$ cat config.mk
export PLATFORM = sky130hd
export DESIGN_NAME = mem_port_arbiter
export DESIGN_NICKNAME = d
export VERILOG_FILES = /design/src/rtl/mem_port_arbiter.sv
export SDC_FILE = /design/constraint.sdc
export NUM_CORES = 1
export LEC_CHECK = 0
export CAP_MARGIN = 20
export CORE_ASPECT_RATIO = 1.2
export CORE_MARGIN = 5
export CORE_UTILIZATION = 35
export DETAILED_ROUTE_END_ITERATION = 6
export PLACE_DENSITY = 0.81
export SLEW_MARGIN = 20
export SYNTH_ARGS = -nofsm -noshare
export SYNTH_HDL_FRONTEND = slang
export SYNTH_SLANG_ARGS = --single-unit
$ cat constraint.sdc
create_clock -name clk -period 3.7 [get_ports clk]
set_clock_uncertainty 0.1 [all_clocks]
set_input_delay 0.74 -clock clk [delete_from_list [all_inputs] [get_ports clk]]
set_output_delay 0.74 -clock clk [all_outputs]
set_load 0.02 [all_outputs]
$ cat src/rtl/mem_port_arbiter.sv
// Two-master arbiter in front of the single-port main memory.
// One transfer in flight; CPU and DMA/loader share it by round-robin or CPU priority.
module mem_port_arbiter #(
  parameter int AW           = 12,
  parameter int DW           = 8,
  parameter int MEM_LAT      = 2,
  parameter int CPU_PRIORITY = 0,
  parameter int STARVE_LIMIT = 3
) (
  input  logic          clk,
  input  logic          rst,
  input  logic          cpu_req,
  input  logic          cpu_we,
  input  logic [AW-1:0] cpu_addr,
  input  logic [DW-1:0] cpu_wdata,
  output logic [DW-1:0] cpu_rdata,
  output logic          cpu_ack,
  input  logic          dma_req,
  input  logic          dma_we,
  input  logic [AW-1:0] dma_addr,
  input  logic [DW-1:0] dma_wdata,
  output logic [DW-1:0] dma_rdata,
  output logic          dma_ack,
  output logic          mem_en,
  output logic          mem_we,
  output logic [AW-1:0] mem_addr,
  output logic [DW-1:0] mem_wdata,
  input  logic [DW-1:0] mem_rdata,
  output logic          busy,
  output logic          owner
);

  localparam logic [1:0] S_IDLE   = 2'd0;
  localparam logic [1:0] S_ACCESS = 2'd1;
  localparam logic [1:0] S_WAIT   = 2'd2;
  localparam logic [1:0] S_ACK    = 2'd3;

  localparam int CW = (MEM_LAT > 1) ? $clog2(MEM_LAT) : 1;
  localparam int SW = (STARVE_LIMIT > 0) ?
                      $clog2(STARVE_LIMIT + 1) : 1;

  localparam logic [CW-1:0] CNT_INIT   = CW'(MEM_LAT - 1);
  localparam logic [SW-1:0] STARVE_MAX = SW'(STARVE_LIMIT);

  logic [1:0]    r_state;
  logic [CW-1:0] r_cnt;
  logic          r_we;
  logic          r_owner;
  logic          r_last_owner;
  logic          r_busy;
  logic [SW-1:0] r_starve;

  logic          r_mem_en;
  logic          r_mem_we;
  logic [AW-1:0] r_mem_addr;
  logic [DW-1:0] r_mem_wdata;

  logic          r_cpu_ack;
  logic          r_dma_ack;
  logic [DW-1:0] r_cpu_rdata;
  logic [DW-1:0] r_dma_rdata;

  logic          w_any;
  logic          w_grant;
  logic          w_pick_dma;
  logic          w_we;
  logic [AW-1:0] w_addr;
  logic [DW-1:0] w_wdata;
  logic          w_wr_done;
  logic          w_cap;
  logic          w_done;

  assign w_any   = cpu_req | dma_req;
  assign w_grant = (r_state == S_IDLE) & w_any;

  // Conflict resolution; a lone requester always wins.
  always_comb begin
    w_pick_dma = 1'b0;
    case ({cpu_req, dma_req})
      2'b11: begin
        if (CPU_PRIORITY == 0)
          w_pick_dma = ~r_last_owner;
        else
          w_pick_dma = (r_starve == STARVE_MAX);
      end
      2'b01:   w_pick_dma = 1'b1;
      default: w_pick_dma = 1'b0;
    endcase
  end

  assign w_we    = w_pick_dma ? dma_we    : cpu_we;
  assign w_addr  = w_pick_dma ? dma_addr  : cpu_addr;
  assign w_wdata = w_pick_dma ? dma_wdata : cpu_wdata;

  assign w_wr_done = (r_state == S_ACCESS) & r_we;
  assign w_cap     = (r_state == S_WAIT) & (r_cnt == '0);
  assign w_done    = w_wr_done | w_cap;

  always_ff @(posedge clk or posedge rst) begin
    if (rst) begin
      r_state <= S_IDLE;
      r_cnt   <= '0;
    end else begin
      unique case (r_state)
        S_IDLE: begin
          if (w_any)
            r_state <= S_ACCESS;
        end
        S_ACCESS: begin
          if (r_we) begin
            r_state <= S_ACK;
          end else begin
            r_state <= S_WAIT;
            r_cnt   <= CNT_INIT;
          end
        end
        S_WAIT: begin
          if (r_cnt == '0)
            r_state <= S_ACK;
          else
            r_cnt <= r_cnt - CW'(1);
        end
        S_ACK: begin
          r_state <= S_IDLE;
        end
        default: begin
          r_state <= S_IDLE;
        end
      endcase
    end
  end

  // Grant bookkeeping; last_owner resets to DMA so CPU wins first.
  always_ff @(posedge clk or posedge rst) begin
    if (rst) begin
      r_we         <= 1'b0;
      r_owner      <= 1'b0;
      r_last_owner <= 1'b1;
      r_busy       <= 1'b0;
      r_starve     <= '0;
    end else begin
      if (w_grant) begin
        r_we         <= w_we;
        r_owner      <= w_pick_dma;
        r_last_owner <= w_pick_dma;
        r_busy       <= 1'b1;
        if (w_pick_dma)
          r_starve <= '0;
        else if (dma_req && (r_starve != STARVE_MAX))
          r_starve <= r_starve + SW'(1);
      end else if (r_state == S_ACK) begin
        r_busy <= 1'b0;
      end
    end
  end

  // Memory strobe lives for the single ACCESS cycle only.
  always_ff @(posedge clk or posedge rst) begin
    if (rst) begin
      r_mem_en    <= 1'b0;
      r_mem_we    <= 1'b0;
      r_mem_addr  <= '0;
      r_mem_wdata <= '0;
    end else begin
      r_mem_en    <= w_grant;
      r_mem_we    <= w_grant & w_we;
      r_mem_addr  <= w_grant ? w_addr  : '0;
      r_mem_wdata <= w_grant ? w_wdata : '0;
    end
  end

  always_ff @(posedge clk or posedge rst) begin
    if (rst) begin
      r_cpu_ack   <= 1'b0;
      r_dma_ack   <= 1'b0;
      r_cpu_rdata <= '0;
      r_dma_rdata <= '0;
    end else begin
      r_cpu_ack <= w_done & ~r_owner;
      r_dma_ack <= w_done &  r_owner;
      if (w_cap & ~r_owner)
        r_cpu_rdata <= mem_rdata;
      if (w_cap & r_owner)
        r_dma_rdata <= mem_rdata;
    end
  end

  assign cpu_rdata = r_cpu_rdata;
  assign cpu_ack   = r_cpu_ack;
  assign dma_rdata = r_dma_rdata;
  assign dma_ack   = r_dma_ack;
  assign mem_en    = r_mem_en;
  assign mem_we    = r_mem_we;
  assign mem_addr  = r_mem_addr;
  assign mem_wdata = r_mem_wdata;
  assign busy      = r_busy;
  assign owner     = r_owner;

endmodule

==> metrics.txt <==
status=complete, no violations; RR Endpoint=cpu_rdata[4]; Setup CP Type=register to output port; # setup viols final=0; post-CTS setup buffer count=0; largest net degree at the start of global routing=48; crit path max fanout=6; Avg Cell Area, Syn=11.6 sq um; M2 GR Usage=23.3%; hold_sp=dma_rdata[5]; Req. time, crit path=2.86 ns; Yosys cell types=24; pwr/cell area=713 nW/um^2; initial antenna violation count=0; Setup crit start kind=register; H-tree level count=2; leak pwr=1.35 nW; Die X-Extent=~78 microns; Post-Syn Nets=225; maximum vdd drop=360 uV; Total Wirelength=4.81 mm; Ys Warns=0; critical path's top delay family=buffers and inverters; #FFs+latches synth=47; crit-path max cell delay=0.70 ns; post-cts sizing count=0; Post-Synthesis Cells=166; share of layout cells above drive strength 1=a little over an eighth; max_cap viols=0; Routability Congestion=0.713; detailed placer's ending HPWL=3.68 mm; clock sink total=47; met1 GRT Util=16.3%; port bufs=95; Initial Utilization=between 30% and 40%; Final Non-Filler Cells=326; nets@finish=between 300 and 400; ANT nets after route=0; Final period util=between 60% and 70%; routed vias/inst=4.76; Max stage delay cell, worst path=clkdlybuf4s50_1; hold_buf cts=0; row count=29; met3 Use GR=4.55%; placed cell count=318; R2R depth=5; WL/cell=14.8 microns; DRT Pass-1 Iters=4; Crit. End Element=output port; final worst slack=~1.3 ns; wire length of the first global-routing pass=7.82 mm; DRC Markers=0; Worst EP arrival=1.57 ns; Max Slew Vio Count=0; Worst slew margin=37.9%; GR peak layer=met2; Cells on Worst Hold Path=1; sequential area share after synthesis=61.1%; Die Ht=91.3 microns; vias in the first global route=1574; Num CTS Buffers=5; CTS Root Cell=clkbuf_8; Filler Cell Count=455; via count=1552; Total Negative Setup Slacks=0 ns; Clk pin slew, worst setup/hold paths=0.09 ns; CTS tree=built; Core ar.=5330 sq um; antenna fix cells=0; Worst Hold Path EP=dma_rdata[5]; endpoints failing hold=0; Area Overhead vs Synth=57.8%; flop2flop setup slack=1.90 ns; Period minus WS final=2.41 ns; CP Cell Sequence=clkdlybuf4s50_1; clock insertion delay at the later pin of the skew report=0.30 ns; global route overflow=0; buffer depth of the longest clock path=2; fmax=415 MHz; reg-to-reg startpoint=r_state[0]; Die Area=a little over 7000 sq um; Post-Syn Area=~1900 sq um; unrepaired setup endpoints after global routing=no; DR iter-0 viols=49; Worst Hold Class=register to register; pre-CTS setup slack=1.15 ns; io pins=96; slew at the pin with the worst max-slew slack=slightly above 0.9 ns; All-Layer GR Usage=13.8%; CP bufs+invs=1
[metal layers]
layer / share of wire, % / vias to the layer above
li1: - / 750
met1: 39 / 738
met2: 52 / 55
met3: 6.7 / 9
met4: 2.1 / 0
met5: 0 / -
[through the flow]
step / total power, W / instance area (sq um) / hold slack (ns) / utilization (%)
after floorplan: 0.00139 / 1930 / 0.408 / -
after global placement: 0.00184 / 2940 / 0.386 / 55.1
after detailed placement: 0.00187 / 2940 / 0.395 / 55.1
after CTS: 0.00220 / 3040 / 0.416 / 57.0
after global routing: 0.00230 / 3040 / 0.427 / 57.0
final: 0.00217 / 3040 / 0.409 / 57.0
[registers in the layout (all words and copies together) (netlist names)]
signal        flops
busy              1
r_state           2
mem_en            1
cpu_rdata         8
mem_addr         12
mem_we            1
r_last_owner      1
r_cnt             1
owner             1
r_we              1
cpu_ack           1
dma_rdata         8
dma_ack           1
mem_wdata         8
[placed cells by master, fill, tap and decap left out]
| cell | count |
|---|---|
| a21bo_2 | 1 |
| a21boi_0 | 1 |
| a21boi_2 | 1 |
| a21o_1 | 1 |
| a21oi_1 | 23 |
| a221o_1 | 1 |
| a22o_2 | 1 |
| a22oi_1 | 2 |
| a31oi_1 | 1 |
| buf_4 | 1 |
| clkbuf_8 | 6 |
| clkdlybuf4s50_1 | 95 |
| clkinv_2 | 1 |
| clkinv_4 | 1 |
| clkinvlp_4 | 1 |
| dfrtp_1 | 46 |
| dfstp_2 | 1 |
| ha_1 | 5 |
| inv_1 | 4 |
| mux2_2 | 17 |
| mux2i_1 | 1 |
| nand2_1 | 42 |
| nand2b_2 | 1 |
| nand3b_4 | 1 |
| nor2_1 | 4 |
| nor2_8 | 1 |
| nor3b_1 | 2 |
| o21ai_0 | 1 |
| o21ai_2 | 1 |
[layout make-up]
type                            instances  area, sq um  share of cell area (%)
Timing Repair Buffer                   96          958                    31.5
Tap cell                               62         77.6                    2.55
Clock buffer                            6         82.6                    2.72
Sequential cell                        47         1180                    38.7
Clock inverter                          2         16.3                   0.535
Inverter                                5         20.0                   0.659
Multi-Input combinational cell        108          707                    23.3
[report_power, final]
part | leakage, nW | switching (W) | internal [W]
clock network | 0.0474 | 0.000173 | 0.000153
registers | 0.595 | 0.000107 | 0.000705
logic | 0.710 | 0.000504 | 0.000526
[kinds of logic after synthesis]
family          after synthesis  share of synthesized area (%)
compound gates               34                           10.3
fa+ha+maj                     5                           3.25
buf+inv                      11                           2.53
flops                        47                           61.1
mux                          18                           10.5
simple gates                 51                           12.3
[cell usage after synthesis]
master     n  area share [%]
a21bo_2    1            0.52
a21boi_0   1            0.39
a21boi_1   1            0.39
a21o_1     1            0.39
a21oi_1   23             6.0
a221o_1    1            0.52
a22o_2     1            0.52
a22oi_1    2            0.78
a31oi_1    1            0.33
buf_2      6             1.6
dfrtp_1   46              60
dfstp_2    1             1.4
ha_1       5             3.2
inv_1      5            0.97
mux2_2    17             9.9
mux2i_1    1            0.52
nand2_1   42             8.2
nand2b_2   1            0.45
nand3b_4   1             1.0
nor2_1     4            0.78
nor2_8     1             1.0
nor3b_1    2            0.78
o21ai_0    1            0.26
o21ai_1    1            0.26
[worst max path at each step]
stage | startpoint | end | cells after the start
2_1_floorplan | rst | busy | 1
3_3_place_gp | dma_req | mem_wdata[4] | 4
3_5_place_dp | dma_req | mem_wdata[7] | 4
4_1_cts | owner | owner | 1
5_1_grt | owner | owner | 1
6_report | owner | owner | 1
(Power assumes the default switching activity.)
